**src/rtl/sr_cmd_gen_pkg.sv**
```systemverilog
// Shared types and defaults for the SR command generator.
// The FSM state encoding is fixed because downstream tooling decodes it.
package sr_cmd_gen_pkg;

  typedef enum logic [1:0] {
    IDLE      = 2'd0,
    SET_PULSE = 2'd1,
    RST_PULSE = 2'd2,
    GUARD     = 2'd3
  } sr_state_e;

  localparam int DB_CYCLES_DEF = 4;
  localparam int PULSE_LEN_DEF = 2;

endpackage

```
**src/rtl/sr_cmd_gen_if.sv**
```systemverilog
// Button inputs and SR command outputs of the command generator.
interface sr_cmd_gen_if;
  logic btn_set;
  logic btn_rst;
  logic S;
  logic R;
  logic busy;
  logic conflict;

  modport master (output btn_set, btn_rst, input S, R, busy, conflict);
  modport slave  (input btn_set, btn_rst, output S, R, busy, conflict);
endinterface

```
**src/rtl/sr_debounce.sv**
```systemverilog
// Two-flop synchronizer, consecutive-sample debouncer and rising-edge pulse
// for one raw button.
module sr_debounce
  import sr_cmd_gen_pkg::*;
#(
  parameter int DB_CYCLES = DB_CYCLES_DEF
) (
  input  logic CLK,
  input  logic CLR,
  input  logic btn_i,
  output logic lvl_o,
  output logic rise_o
);

  localparam int CW = $clog2(DB_CYCLES);

  logic          sync1_q, sync2_q;
  logic          lvl_q, lvl_d;
  logic          rise_q, rise_d;
  logic [CW-1:0] cnt_q, cnt_d;

  // Counts consecutive synchronized samples that disagree with the accepted
  // level; the DB_CYCLES-th disagreeing sample flips the level.
  always_comb begin
    lvl_d  = lvl_q;
    rise_d = 1'b0;
    cnt_d  = '0;
    if (sync2_q != lvl_q) begin
      if (cnt_q == CW'(DB_CYCLES - 1)) begin
        lvl_d  = sync2_q;
        rise_d = sync2_q;
      end else begin
        cnt_d = cnt_q + 1'b1;
      end
    end
  end

  always_ff @(posedge CLK or posedge CLR) begin
    if (CLR) begin
      sync1_q <= 1'b0;
      sync2_q <= 1'b0;
      lvl_q   <= 1'b0;
      rise_q  <= 1'b0;
      cnt_q   <= '0;
    end else begin
      sync1_q <= btn_i;
      sync2_q <= sync1_q;
      lvl_q   <= lvl_d;
      rise_q  <= rise_d;
      cnt_q   <= cnt_d;
    end
  end

  assign lvl_o  = lvl_q;
  assign rise_o = rise_q;

endmodule

```
**src/rtl/sr_cmd_gen.sv**
```systemverilog
// Turns debounced set/reset button presses into fixed-length, mutually
// exclusive S/R command pulses for a downstream SR flip-flop.
module sr_cmd_gen
  import sr_cmd_gen_pkg::*;
#(
  parameter int DB_CYCLES = DB_CYCLES_DEF,
  parameter int PULSE_LEN = PULSE_LEN_DEF
) (
  input logic         CLK,
  input logic         CLR,
  sr_cmd_gen_if.slave bus
);

  localparam int CW = $clog2(PULSE_LEN + 1);

  logic          set_lvl, set_rise, rst_lvl, rst_rise;
  sr_state_e     state_q;
  logic [CW-1:0] cnt_q;
  logic          pend_set_q, pend_rst_q;
  logic          s_q, r_q, busy_q, conflict_q;

  sr_debounce #(.DB_CYCLES(DB_CYCLES)) u_db_set (
    .CLK(CLK), .CLR(CLR), .btn_i(bus.btn_set), .lvl_o(set_lvl), .rise_o(set_rise)
  );

  sr_debounce #(.DB_CYCLES(DB_CYCLES)) u_db_rst (
    .CLK(CLK), .CLR(CLR), .btn_i(bus.btn_rst), .lvl_o(rst_lvl), .rise_o(rst_rise)
  );

  // A rise is honoured in the same cycle it arrives so an idle FSM answers
  // one cycle after the debounced edge; otherwise it waits in the pending flag.
  always_ff @(posedge CLK or posedge CLR) begin
    if (CLR) begin
      state_q    <= IDLE;
      cnt_q      <= '0;
      pend_set_q <= 1'b0;
      pend_rst_q <= 1'b0;
      s_q        <= 1'b0;
      r_q        <= 1'b0;
      busy_q     <= 1'b0;
      conflict_q <= 1'b0;
    end else begin
      conflict_q <= conflict_q | (set_lvl & rst_lvl);
      pend_set_q <= pend_set_q | set_rise;
      pend_rst_q <= pend_rst_q | rst_rise;
      case (state_q)
        // The last guard cycle dispatches like IDLE, so a queued command
        // follows the guard with no idle gap.
        IDLE, GUARD: begin
          state_q <= IDLE;
          cnt_q   <= '0;
          s_q     <= 1'b0;
          r_q     <= 1'b0;
          busy_q  <= 1'b0;
          if (pend_rst_q | rst_rise) begin
            state_q    <= RST_PULSE;
            cnt_q      <= CW'(1);
            r_q        <= 1'b1;
            busy_q     <= 1'b1;
            pend_rst_q <= 1'b0;
          end else if (pend_set_q | set_rise) begin
            state_q    <= SET_PULSE;
            cnt_q      <= CW'(1);
            s_q        <= 1'b1;
            busy_q     <= 1'b1;
            pend_set_q <= 1'b0;
          end
        end
        SET_PULSE, RST_PULSE: begin
          if (cnt_q == CW'(PULSE_LEN)) begin
            state_q <= GUARD;
            cnt_q   <= '0;
            s_q     <= 1'b0;
            r_q     <= 1'b0;
          end else begin
            cnt_q <= cnt_q + 1'b1;
          end
        end
        default: state_q <= IDLE;
      endcase
    end
  end

  assign bus.S        = s_q;
  assign bus.R        = r_q;
  assign bus.busy     = busy_q;
  assign bus.conflict = conflict_q;

endmodule

```
**src/flat_wrapper.sv**
```systemverilog
// flat-port wrapper written by rule: the top's interface ports become plain ports
module sr_cmd_gen_flat import sr_cmd_gen_pkg::*;
#(
  parameter int DB_CYCLES = DB_CYCLES_DEF,
  parameter int PULSE_LEN = PULSE_LEN_DEF
)
  (CLK, CLR, bus_btn_set, bus_btn_rst, bus_S, bus_R, bus_busy, bus_conflict);
  sr_cmd_gen_if bus_i ();
  input logic CLK;
  input logic CLR;
  input wire logic [$bits(bus_i.btn_set)-1:0] bus_btn_set;
  input wire logic [$bits(bus_i.btn_rst)-1:0] bus_btn_rst;
  output wire logic [$bits(bus_i.S)-1:0] bus_S;
  output wire logic [$bits(bus_i.R)-1:0] bus_R;
  output wire logic [$bits(bus_i.busy)-1:0] bus_busy;
  output wire logic [$bits(bus_i.conflict)-1:0] bus_conflict;
  assign bus_i.btn_set = bus_btn_set;
  assign bus_i.btn_rst = bus_btn_rst;
  assign bus_S = bus_i.S;
  assign bus_R = bus_i.R;
  assign bus_busy = bus_i.busy;
  assign bus_conflict = bus_i.conflict;
  sr_cmd_gen #(.DB_CYCLES(DB_CYCLES), .PULSE_LEN(PULSE_LEN)) u_core (.CLK(CLK), .CLR(CLR), .bus(bus_i));
endmodule
```
**config.mk**
```make
export PLATFORM = sky130hd
export DESIGN_NAME = sr_cmd_gen_flat
export DESIGN_NICKNAME = d
export VERILOG_FILES = /design/src/rtl/sr_cmd_gen_pkg.sv /design/src/rtl/sr_cmd_gen_if.sv /design/src/rtl/sr_debounce.sv /design/src/rtl/sr_cmd_gen.sv /design/src/flat_wrapper.sv
export SDC_FILE = /design/constraint.sdc
export NUM_CORES = 1
export LEC_CHECK = 0
export CAP_MARGIN = 20
export CORE_ASPECT_RATIO = 1.1
export CORE_MARGIN = 3
export CORE_UTILIZATION = 50
export DETAILED_ROUTE_END_ITERATION = 8
export GPL_ROUTABILITY_DRIVEN = 0
export GPL_TIMING_DRIVEN = 0
export MAX_ROUTING_LAYER = met4
export PLACE_DENSITY = 0.71
export SYNTH_ARGS = -nofsm -noshare
export SYNTH_HDL_FRONTEND = slang
export SYNTH_SLANG_ARGS = --single-unit
```
**constraint.sdc**
```tcl
create_clock -name CLK -period 2.1 [get_ports CLK]
set_input_delay 0.525 -clock CLK [delete_from_list [all_inputs] [get_ports CLK]]
set_output_delay 0.525 -clock CLK [all_outputs]
set_load 0.02 [all_outputs]
```
==> summary.md, run 1 <==
| Metric | Value |
|---|---|
| Run status | finished, final reports clean |
| Maximum number of pins on one net before global-route repair | 23 |
| Die H | 48.82 um |
| Worst path arrival time | 1260 ps |
| Syn nets | 69 |
| Number of global-route vias before repair | 486 |
| Worst path buffer plus inverter count | 1 |
| Hold Crit Class | flip-flop to flip-flop |
| Clock-pin slew on the worst setup and hold paths | 110 ps |
| Fillers | 131 |
| Seq cells post-synth | 22 |
| Die area | 2193 sq um |
| Via count | 480 |
| Mean area per synthesized cell | 13.23 sq um |
| RR Startpoint | u_core.u_db_set.rise_o$_DFF_PP0_ |
| Grt total ovfl | 0 |
| Primary FF master, synth | dfrtp_1 |
| Core area | 1471 sq um |
| Main area contributors after synthesis | dfrtp_1, nor2_1, ha_1 |
| Clock Sinks | 22 |
| Multi-input gate area | 270.3 sq um |
| Static Leak | 0.4510 nW |
| Final period util | 0.8518 |
| GR Util All Layers | 0.1285 |
| CP cell instances | clkdlybuf4s50_1 |
| Rows | 14 |
| Post-Route WL | 1092 um |
| Layout cells sized above 1 | 0.1216 |
| Final hold vios | 0 |
| Post-synthesis cell area | 833.3 sq um |
| Syn-to-layout area delta | 15.17% |
| Busiest grt layer | met2 |
| Root Buffer Master | clkbuf_4 |
| Hold Path Sink | u_core.u_db_rst.sync2_q$_DFF_PP0_ |
| Initial Utilization | 0.5663 |
| Unrepaired setup endpoints after global routing | no |
| Met1 Use GR | 0.1818 |
| Htree depth | 1 |
| Final Power | 1.274 mW |
| Slowest-stage cell, CP | clkdlybuf4s50_1 |
| CP peak stage delay | 610 ps |
| Required @ worst endpoint | 1570 ps |
| Clock Path Buffers | 2 |
| R2R cell count | 3 |
| Largest area contributor in the netlist | dfrtp_1 |
| # diodes | 0 |
| Post-synth cell types | 25 |
| # port buffers | 7 |
| Die Wd | 44.93 um |
| Detailed-route wire length per cell | 12.13 um |
| # setup viols final | 0 |
| WS Path Type | flip-flop to output port |
| Met3 Use GR | 0.02214 |
| Post-CTS Hold Fix Bufs | 0 |
| Final HPWL from detailed placement | 793.8 um |
| Post-Route Setup TNS | 0 ps |
| Worst Max-Slew Pin Slew | 780.0 ps |
| DRC errors left | 0 |
| Clock Skew | 0.3605 ps |
| Maximum capacitance violations | 0 |
| CTS Buf Count | 3 |
| Register area | 550.5 sq um |
| IO Pins | 8 |
| Placed Cells | 86 |
| Final min period | 1789 ps |
| Routed Antenna Nets | 0 |
| Fin cells | 90 |
| Top cell type's share of synthesized area | 0.6607 |
| Cell count of the worst hold path | 0 |
| Critical path's top delay family | buffers and inverters |
| Syn Inst Count | 63 |
| Fin nets | 81 |
| Global-route wire length before repair | 2083 um |
| Slew Limit Headroom | 0.4794 |
| Via-to-Cell Ratio | 5.333 |
| PD cells | 1328 nW/um^2 |
| Maximum clock frequency | 559.0 MHz |
| Postcts setup bufs | 0 |
| Setup crit end kind | output port |
| Leading cell type in the layout, fill and taps excluded | dfrtp_1 |
| Drt pass-1 iters | 2 |
| Reg2Reg Capture Point | u_core.state_q[0]$_DFFE_PP0P_ |
| Initial antenna violation count | 0 |
| FFs w/ async S/R, synth | 1.000 |
| Global-route met2 utilization | 0.1863 |
| Post-cts resize count | 0 |
| Worst-skew pair later-pin latency | 290 ps |
| Critical path peak fanout | 2 |
| EDFF count, synth | 0 |
| Seq/Total Area, Yosys | 0.6607 |
| Leading cell types in the layout, fill and taps excluded | dfrtp_1, nor2_1, clkdlybuf4s50_1, clkbuf_4 |
| Ys Warns | 0 |
| Max-slew violation count | 0 |
| CTS tree | done |
| 1st-iter DRT viols | 4 |
| Crit path depth | 1 |
| Flop-to-flop setup slack | 900 ps |
| Critical Path Source Type | flip-flop |
| Hold path start | u_core.u_db_rst.sync1_q$_DFF_PP0_ |
| VDD IR-drop max | 0.6920 mV |
final cells by class:
type                            instances  area share
Buffer                                  1    0.005215
Sequential cell                        22      0.5737
Inverter                                2    0.007823
Clock buffer                            4     0.03781
Multi-Input combinational cell         38      0.2816
Tap cell                               16     0.02086
Timing Repair Buffer                    7     0.07301
flip-flops by register name, indices dropped and copies added (netlist names), 2 cells and up:
register and cells:
u_core.state_q 2, u_core.cnt_q 2, u_core.u_db_set.cnt_q 2, u_core.u_db_rst.cnt_q 2
routing by layer:
metal	wire length, um	part of all wire
met1	527	0.48
met2	514	0.47
met3	40	0.037
met4	9	0.0082
met5	0	0
power by group:
group	switching, mW	internal (mW)	leakage [nW]
combinational	0.217	0.214	0.154
clock	0.113	0.106	0.0210
sequential	0.0793	0.545	0.276
total	0.410	0.864	0.451
cell families (layout without fill, tap and decap cells):
logic type / Yosys count / count (layout) / share of synthesized area
AO/OA/AOI/OAI: 11 / 11 / 0.09310
XOR/XNOR: 4 / 4 / 0.05106
adder cells (fa/ha/maj): 2 / 2 / 0.03003
buffers and inverters: 3 / 14 / 0.01501
flip-flops: 22 / 22 / 0.6607
multiplexers: 2 / 2 / 0.02703
AND/OR/NAND/NOR: 19 / 19 / 0.1231
synthesized netlist by cell type, types with 2 or more instances:
cell type,instances
dfrtp_1,22
nor2_1,8
a21oi_1,2
a31oi_1,2
and3b_1,2
ha_1,2
inv_1,2
mux2_2,2
nand3_1,2
nor3b_1,2
o21ai_0,2
xor2_1,2
per-stage QoR:
step / util / worst slack, ps / area [sq um] / hold WS (ps)
after CTS: 0.6522 / 291.3 / 959.7 / 379.2
after global routing: 0.6522 / 245.3 / 959.7 / 390.9
after floorplan: - / 1022 / 833.3 / 331.2
after detailed placement: 0.6276 / 548.0 / 923.4 / 338.0
final: 0.6522 / 311.1 / 959.7 / 373.1
after global placement: 0.6276 / 554.0 / 923.4 / 332.9
how the worst max path moves through the flow:
| stage | startpoint | to |
|---|---|---|
| after global routing | u_core.bus.S$_DFFE_PP0P_ | bus_S |
| after detailed placement | CLR | u_core.bus.R$_DFFE_PP0P_ |
| after CTS | u_core.bus.conflict$_DFF_PP0_ | bus_conflict |
| after global placement | CLR | u_core.cnt_q[1]$_DFF_PP0_ |
| after floorplan | u_core.u_db_set.rise_o$_DFF_PP0_ | u_core.state_q[0]$_DFFE_PP0P_ |
| final | u_core.bus.conflict$_DFF_PP0_ | bus_conflict |
Note: power is estimated with default switching activity, not from simulation.
==> run 2, diff against run 1 <==
--- a/config.mk
+++ b/config.mk
@@ -10,10 +10,10 @@
 export CORE_MARGIN = 3
 export CORE_UTILIZATION = 50
 export DETAILED_ROUTE_END_ITERATION = 8
+export DONT_BUFFER_PORTS = 1
 export GPL_ROUTABILITY_DRIVEN = 0
 export GPL_TIMING_DRIVEN = 0
 export MAX_ROUTING_LAYER = met4
-export PLACE_DENSITY = 0.71
 export SYNTH_ARGS = -nofsm -noshare
 export SYNTH_HDL_FRONTEND = slang
 export SYNTH_SLANG_ARGS = --single-unit
==> run 2 against run 1 <==
Against the previous run: flip-flop and latch count unchanged; routed wire length increased by 19%; non-clock buffer count decreased by 7; clock skew increased by 1.2 ps; design area decreased by 7.3%; register-to-register slack about the same.
==> summary.md, run 2 (synthesized netlist as in run 1, its figures left out) <==
| Metric | Value |
|---|---|
| # port buffers | 0 |
| Die area | 2193 sq um |
| Flop-to-flop setup slack | 890 ps |
| CTS Buf Count | 3 |
| Post-cts resize count | 0 |
| Critical path peak fanout | 2 |
| Root Buffer Master | clkbuf_4 |
| Worst path arrival time | 770 ps |
| Grt total ovfl | 0 |
| Clock Sinks | 22 |
| Post-Route Setup TNS | 0 ps |
| Hold Slack | 239.7 ps |
| Number of global-route vias before repair | 512 |
| Setup WS post-layout | 801.8 ps |
| Pre-CTS setup slack | 921.2 ps |
| DRC errors left | 0 |
| Clock-pin slew on the worst setup and hold paths | 110 ps |
| Die Wd | 44.93 um |
| DR WL met3 | 65 um |
| Core area | 1471 sq um |
| Initial Utilization | 0.5663 |
| Critical Path Source Type | flip-flop |
| Met2 Routed Length | 658 um |
| Required @ worst endpoint | 1570 ps |
| Hold Crit Class | input pin to flip-flop |
| Leading cell type in the layout, fill and taps excluded | dfrtp_1 |
| Slew Limit Headroom | 0.4759 |
| Leading cell types in the layout, fill and taps excluded | dfrtp_1, nor2_1, clkbuf_4 |
| Final HPWL from detailed placement | 946.2 um |
| # diodes | 0 |
| Met1 wire length | 529 um |
| Final period util | 0.6182 |
| Fillers | 123 |
| IO Pins | 8 |
| Setup crit end kind | output port |
| WS Path Type | flip-flop to output port |
| Worst Max-Slew Pin Slew | 785.3 ps |
| GR Util All Layers | 0.1396 |
| Final hold vios | 0 |
| Rows | 14 |
| Post-CTS Hold Fix Bufs | 0 |
| Routed Antenna Nets | 0 |
| Detailed-route wire length per cell | 15.63 um |
| Top Layer Used | met4 |
| Static Leak | 0.4242 nW |
| Clock Path Buffers | 2 |
| Post-DP Area | 853.3 sq um |
| Via-to-Cell Ratio | 6.012 |
| Maximum clock frequency | 770.3 MHz |
| Layout cells sized above 1 | 0.1343 |
| Placed Cells | 79 |
| 1st-iter DRT viols | 16 |
| Post-Route WL | 1297 um |
| Htree depth | 1 |
| Fin nets | 74 |
| Run status | finished, final reports clean |
| Syn-to-layout area delta | 6.757% |
| Postcts setup bufs | 0 |
| Worst-skew pair later-pin latency | 300 ps |
| Clock Skew | 1.572 ps |
| Global-route wire length before repair | 2221 um |
| Maximum capacitance violations | 0 |
| Unrepaired setup endpoints after global routing | no |
| Max-slew violation count | 0 |
| Initial antenna violation count | 0 |
| PD cells | 1413 nW/um^2 |
| # setup viols final | 0 |
| VDD IR-drop max | 0.6928 mV |
| Die H | 48.82 um |
| Final min period | 1298 ps |
| Maximum number of pins on one net before global-route repair | 23 |
| Post-route cell area | 889.6 sq um |
| CTS tree | done |
| Via count | 499 |
| Fin cells | 83 |
| Drt pass-1 iters | 4 |
run 2: cell count changes in the layout (fill, tap and decap cells not counted):
| cell | before | now |
|---|---|---|
| clkdlybuf4s50_1 | 7 | 0 |
run 2: worst paths after layout:
kind,from,to,depth (start not counted)
worst min register to register,u_core.u_db_rst.sync1_q$_DFF_PP0_,u_core.u_db_rst.sync2_q$_DFF_PP0_,0
worst min-delay path,bus_btn_rst,u_core.u_db_rst.sync1_q$_DFF_PP0_,0
worst max-delay path,u_core.bus.conflict$_DFF_PP0_,bus_conflict,0
worst max register to register,u_core.u_db_set.rise_o$_DFF_PP0_,u_core.state_q[0]$_DFFE_PP0P_,3
min in group asynchronous,CLR,u_core.bus.conflict$_DFF_PP0_,1
max in group asynchronous,CLR,u_core.bus.busy$_DFFE_PP0P_,1
run 2: area by class of cell:
| type | count | area, sq um | share of cell area |
|---|---|---|---|
| flip-flops and latches | 22 | 550.5 | 0.6188 |
| multi-input cells | 38 | 270.3 | 0.3038 |
| clock buffers | 4 | 36.28 | 0.04079 |
| well taps | 16 | 20.02 | 0.02250 |
| inverters | 2 | 7.507 | 0.008439 |
| plain buffers | 1 | 5.005 | 0.005626 |
run 2: through the flow:
step / total power [mW] / util
after floorplan: 0.9552 / -
after global placement: 0.9921 / 0.5799
after detailed placement: 1.047 / 0.5799
after CTS: 1.270 / 0.6046
after global routing: 1.352 / 0.6046
final: 1.257 / 0.6046
run 2: worst register-to-register path, stage by stage (launching register included):
cell and delay, ps:
dfrtp_1 380, nor2_1 320, nor4_1 90, o31a_2 320
run 2: layer usage:
layer / GRT usage / vias to the layer above
met5: - / -
met4: 0.07317 / 0
met3: 0.02952 / 5
met2: 0.2123 / 15
met1: 0.1703 / 251
li1: - / 228
run 2: report_power, final:
part | switching [mW] | internal, mW | total [mW]
sequential | 0.121 | 0.545 | 0.666
combinational | 0.195 | 0.174 | 0.369
clock | 0.117 | 0.106 | 0.222
==> run 3, diff against run 2 <==
--- a/config.mk
+++ b/config.mk
@@ -14,6 +14,7 @@
 export GPL_ROUTABILITY_DRIVEN = 0
 export GPL_TIMING_DRIVEN = 0
 export MAX_ROUTING_LAYER = met4
+export PLACE_DENSITY = 0.68
 export SYNTH_ARGS = -nofsm -noshare
 export SYNTH_HDL_FRONTEND = slang
 export SYNTH_SLANG_ARGS = --single-unit
==> constraint.sdc (replaced) <==
create_clock -name CLK -period 1 [get_ports CLK]
set_input_delay 0.25 -clock CLK [delete_from_list [all_inputs] [get_ports CLK]]
set_output_delay 0.25 -clock CLK [all_outputs]
set_load 0.02 [all_outputs]
==> run 3 against run 2 <==
Against the previous run: the flow now finishes with violations (hold timing, setup timing); sequential share of layout area is 8.2 points lower; hold slack worse by 260 ps; register-to-register slack lost 950 ps; combinational power grew to 3.0 times the previous value; sequential power grew 120%; die area is the same; core utilization increased by 10 points; clock-buffer cell count is the same; critical path depth up 3; non-clock buffer count increased by 6; global-route usage fell by 0.34 points; largest power group unchanged; highest routed layer unchanged.
==> summary.md, run 3 (synthesized netlist as in run 1, its figures left out) <==
| Metric | Value |
|---|---|
| Run status | complete, but fails checks |
| Failing checks | hold timing, setup timing |
| GR Util All Layers | 0.1362 |
| Layout cells sized above 1 | 0.3973 |
| Setup WS post-layout | -60.90 ps |
| Critical path peak fanout | 5 |
| Clock-pin slew on the worst setup and hold paths | 110 ps |
| Placed Cells | 79 |
| Worst-skew pair later-pin latency | 290 ps |
| Via count | 498 |
| Die area | 2193 sq um |
| Detailed-route wire length per cell | 13.73 um |
| CP startpoint | u_core.state_q[0]$_DFFE_PP0P_ |
| Htree depth | 1 |
| Fin nets | 80 |
| Root Buffer Master | clkbuf_4 |
| Post-route cell area | 1037 sq um |
| Maximum capacitance violations | 0 |
| Post-Route WL | 1222 um |
| Initial antenna violation count | 0 |
| Hold Slack | -19.23 ps |
| RR Startpoint | u_core.state_q[0]$_DFFE_PP0P_ |
| Die H | 48.82 um |
| Die Wd | 44.93 um |
| Final HPWL from detailed placement | 844.8 um |
| Rows | 14 |
| Hold Crit Class | input pin to asynchronous set/reset pin |
| Pre-CTS setup slack | -144.8 ps |
| Grt total ovfl | 0 |
| Clock Skew | 2.265 ps |
| Static Leak | 0.4634 nW |
| Initial Utilization | 0.5663 |
| R2R cell count | 3 |
| Via-to-Cell Ratio | 5.596 |
| Routed Antenna Nets | 0 |
| Worst Max-Slew Pin Slew | 784.2 ps |
| DRC errors left | 0 |
| # port buffers | 0 |
| Clock Sinks | 22 |
| Final min period | 1061 ps |
| Final hold vios | 22 |
| Setup crit end kind | flip-flop |
| CTS tree | done |
| Post-DP Area | 860.8 sq um |
| Required @ worst endpoint | 1200 ps |
| # diodes | 0 |
| IO Pins | 8 |
| Syn-to-layout area delta | 24.47% |
| Leading cell type in the layout, fill and taps excluded | dfrtp_1 |
| Core area | 1471 sq um |
| Final period util | 1.061 |
| Clock Path Buffers | 2 |
| PD cells | 2932 nW/um^2 |
| VDD IR-drop max | 1.759 mV |
| Fin cells | 89 |
| Max-slew violation count | 0 |
| Critical Path Source Type | flip-flop |
| Worst path arrival time | 1260 ps |
| Slew Limit Headroom | 0.4767 |
| Number of global-route vias before repair | 550 |
| # setup viols final | 10 |
| Maximum number of pins on one net before global-route repair | 23 |
| Unrepaired setup endpoints after global routing | yes |
| Leading cell types in the layout, fill and taps excluded | dfrtp_1, nor2_1, dfrtp_2, buf_4, clkbuf_4 |
| Drt pass-1 iters | 1 |
| WS Path Type | flip-flop to flip-flop |
| CTS Buf Count | 3 |
| Global-route wire length before repair | 2208 um |
| Maximum clock frequency | 942.6 MHz |
| Final Util | 0.7049 |
| 1st-iter DRT viols | 0 |
==> run 3: cell types whose count changed in the layout (fill, tap and decap cells not counted), moves of 2 or more <==
cell | before | now
buf_4 | 0 | 4
dfrtp_1 | 22 | 17
dfrtp_2 | 0 | 5
dlygate4sd3_1 | 0 | 2
ha_1 | 2 | 0
ha_4 | 0 | 2
nor2_1 | 8 | 5
nor2_2 | 0 | 2
==> run 3: metrics by stage <==
stage	hold slack, ps	power, mW	TNS, ps
after global placement	281.5	2.140	-434.7
after floorplan	239.2	2.015	-9.847
after CTS	-5.112	2.975	-474.3
final	-19.23	3.041	-290.0
after detailed placement	281.5	2.183	-672.3
after global routing	31.91	3.275	-877.2
==> run 3: where the power goes <==
| group | internal, mW | total [mW] | switching (mW) |
|---|---|---|---|
| logic | 0.629 | 1.12 | 0.491 |
| registers | 1.16 | 1.47 | 0.308 |
| clock network | 0.222 | 0.455 | 0.233 |
==> run 3: routing by layer <==
metal  GRT usage  wire length (um)  vias up
met4     0.05854                18        0
li1            -                 -      240
met3     0.02583                45        2
met2      0.2241               626       10
met1      0.1572               531      246
met5           -                 0        -
==> run 3: layout make-up <==
cell class                      count  area (sq um)
Buffer                              1         11.26
Clock buffer                        4         36.28
Fill cell                         108         434.2
Inverter                            2         7.507
Multi-Input combinational cell     38         355.3
Sequential cell                    22         556.8
Tap cell                           16         20.02
Timing Repair Buffer                6         50.05
==> run 3: critical path, stage by stage, from the launching register on <==
cell     delay, ps
dfrtp_2        500
xor2_2         270
nand3_1        140
o41ai_2         60
==> run 3: worst paths after layout <==
check / endpoint / slack [ps]
max in group asynchronous: u_core.bus.R$_DFFE_PP0P_ / 490
min in group CLK: u_core.u_db_rst.sync2_q$_DFF_PP0_ / 360
min: u_core.u_db_rst.lvl_o$_DFFE_PP0P_ / -20
max: u_core.bus.S$_DFFE_PP0P_ / -60
min reg2reg: u_core.u_db_rst.sync2_q$_DFF_PP0_ / 360
max reg2reg: u_core.bus.S$_DFFE_PP0P_ / -60
==> run 3: what timing repair did <==
action,CTS,global route
gates resized for setup,15,8
pin swaps,5,5
setup buffers,3,1
endpoints found under the setup margin,15,15
hold buffers,2,0
endpoints found under the hold margin,24,0
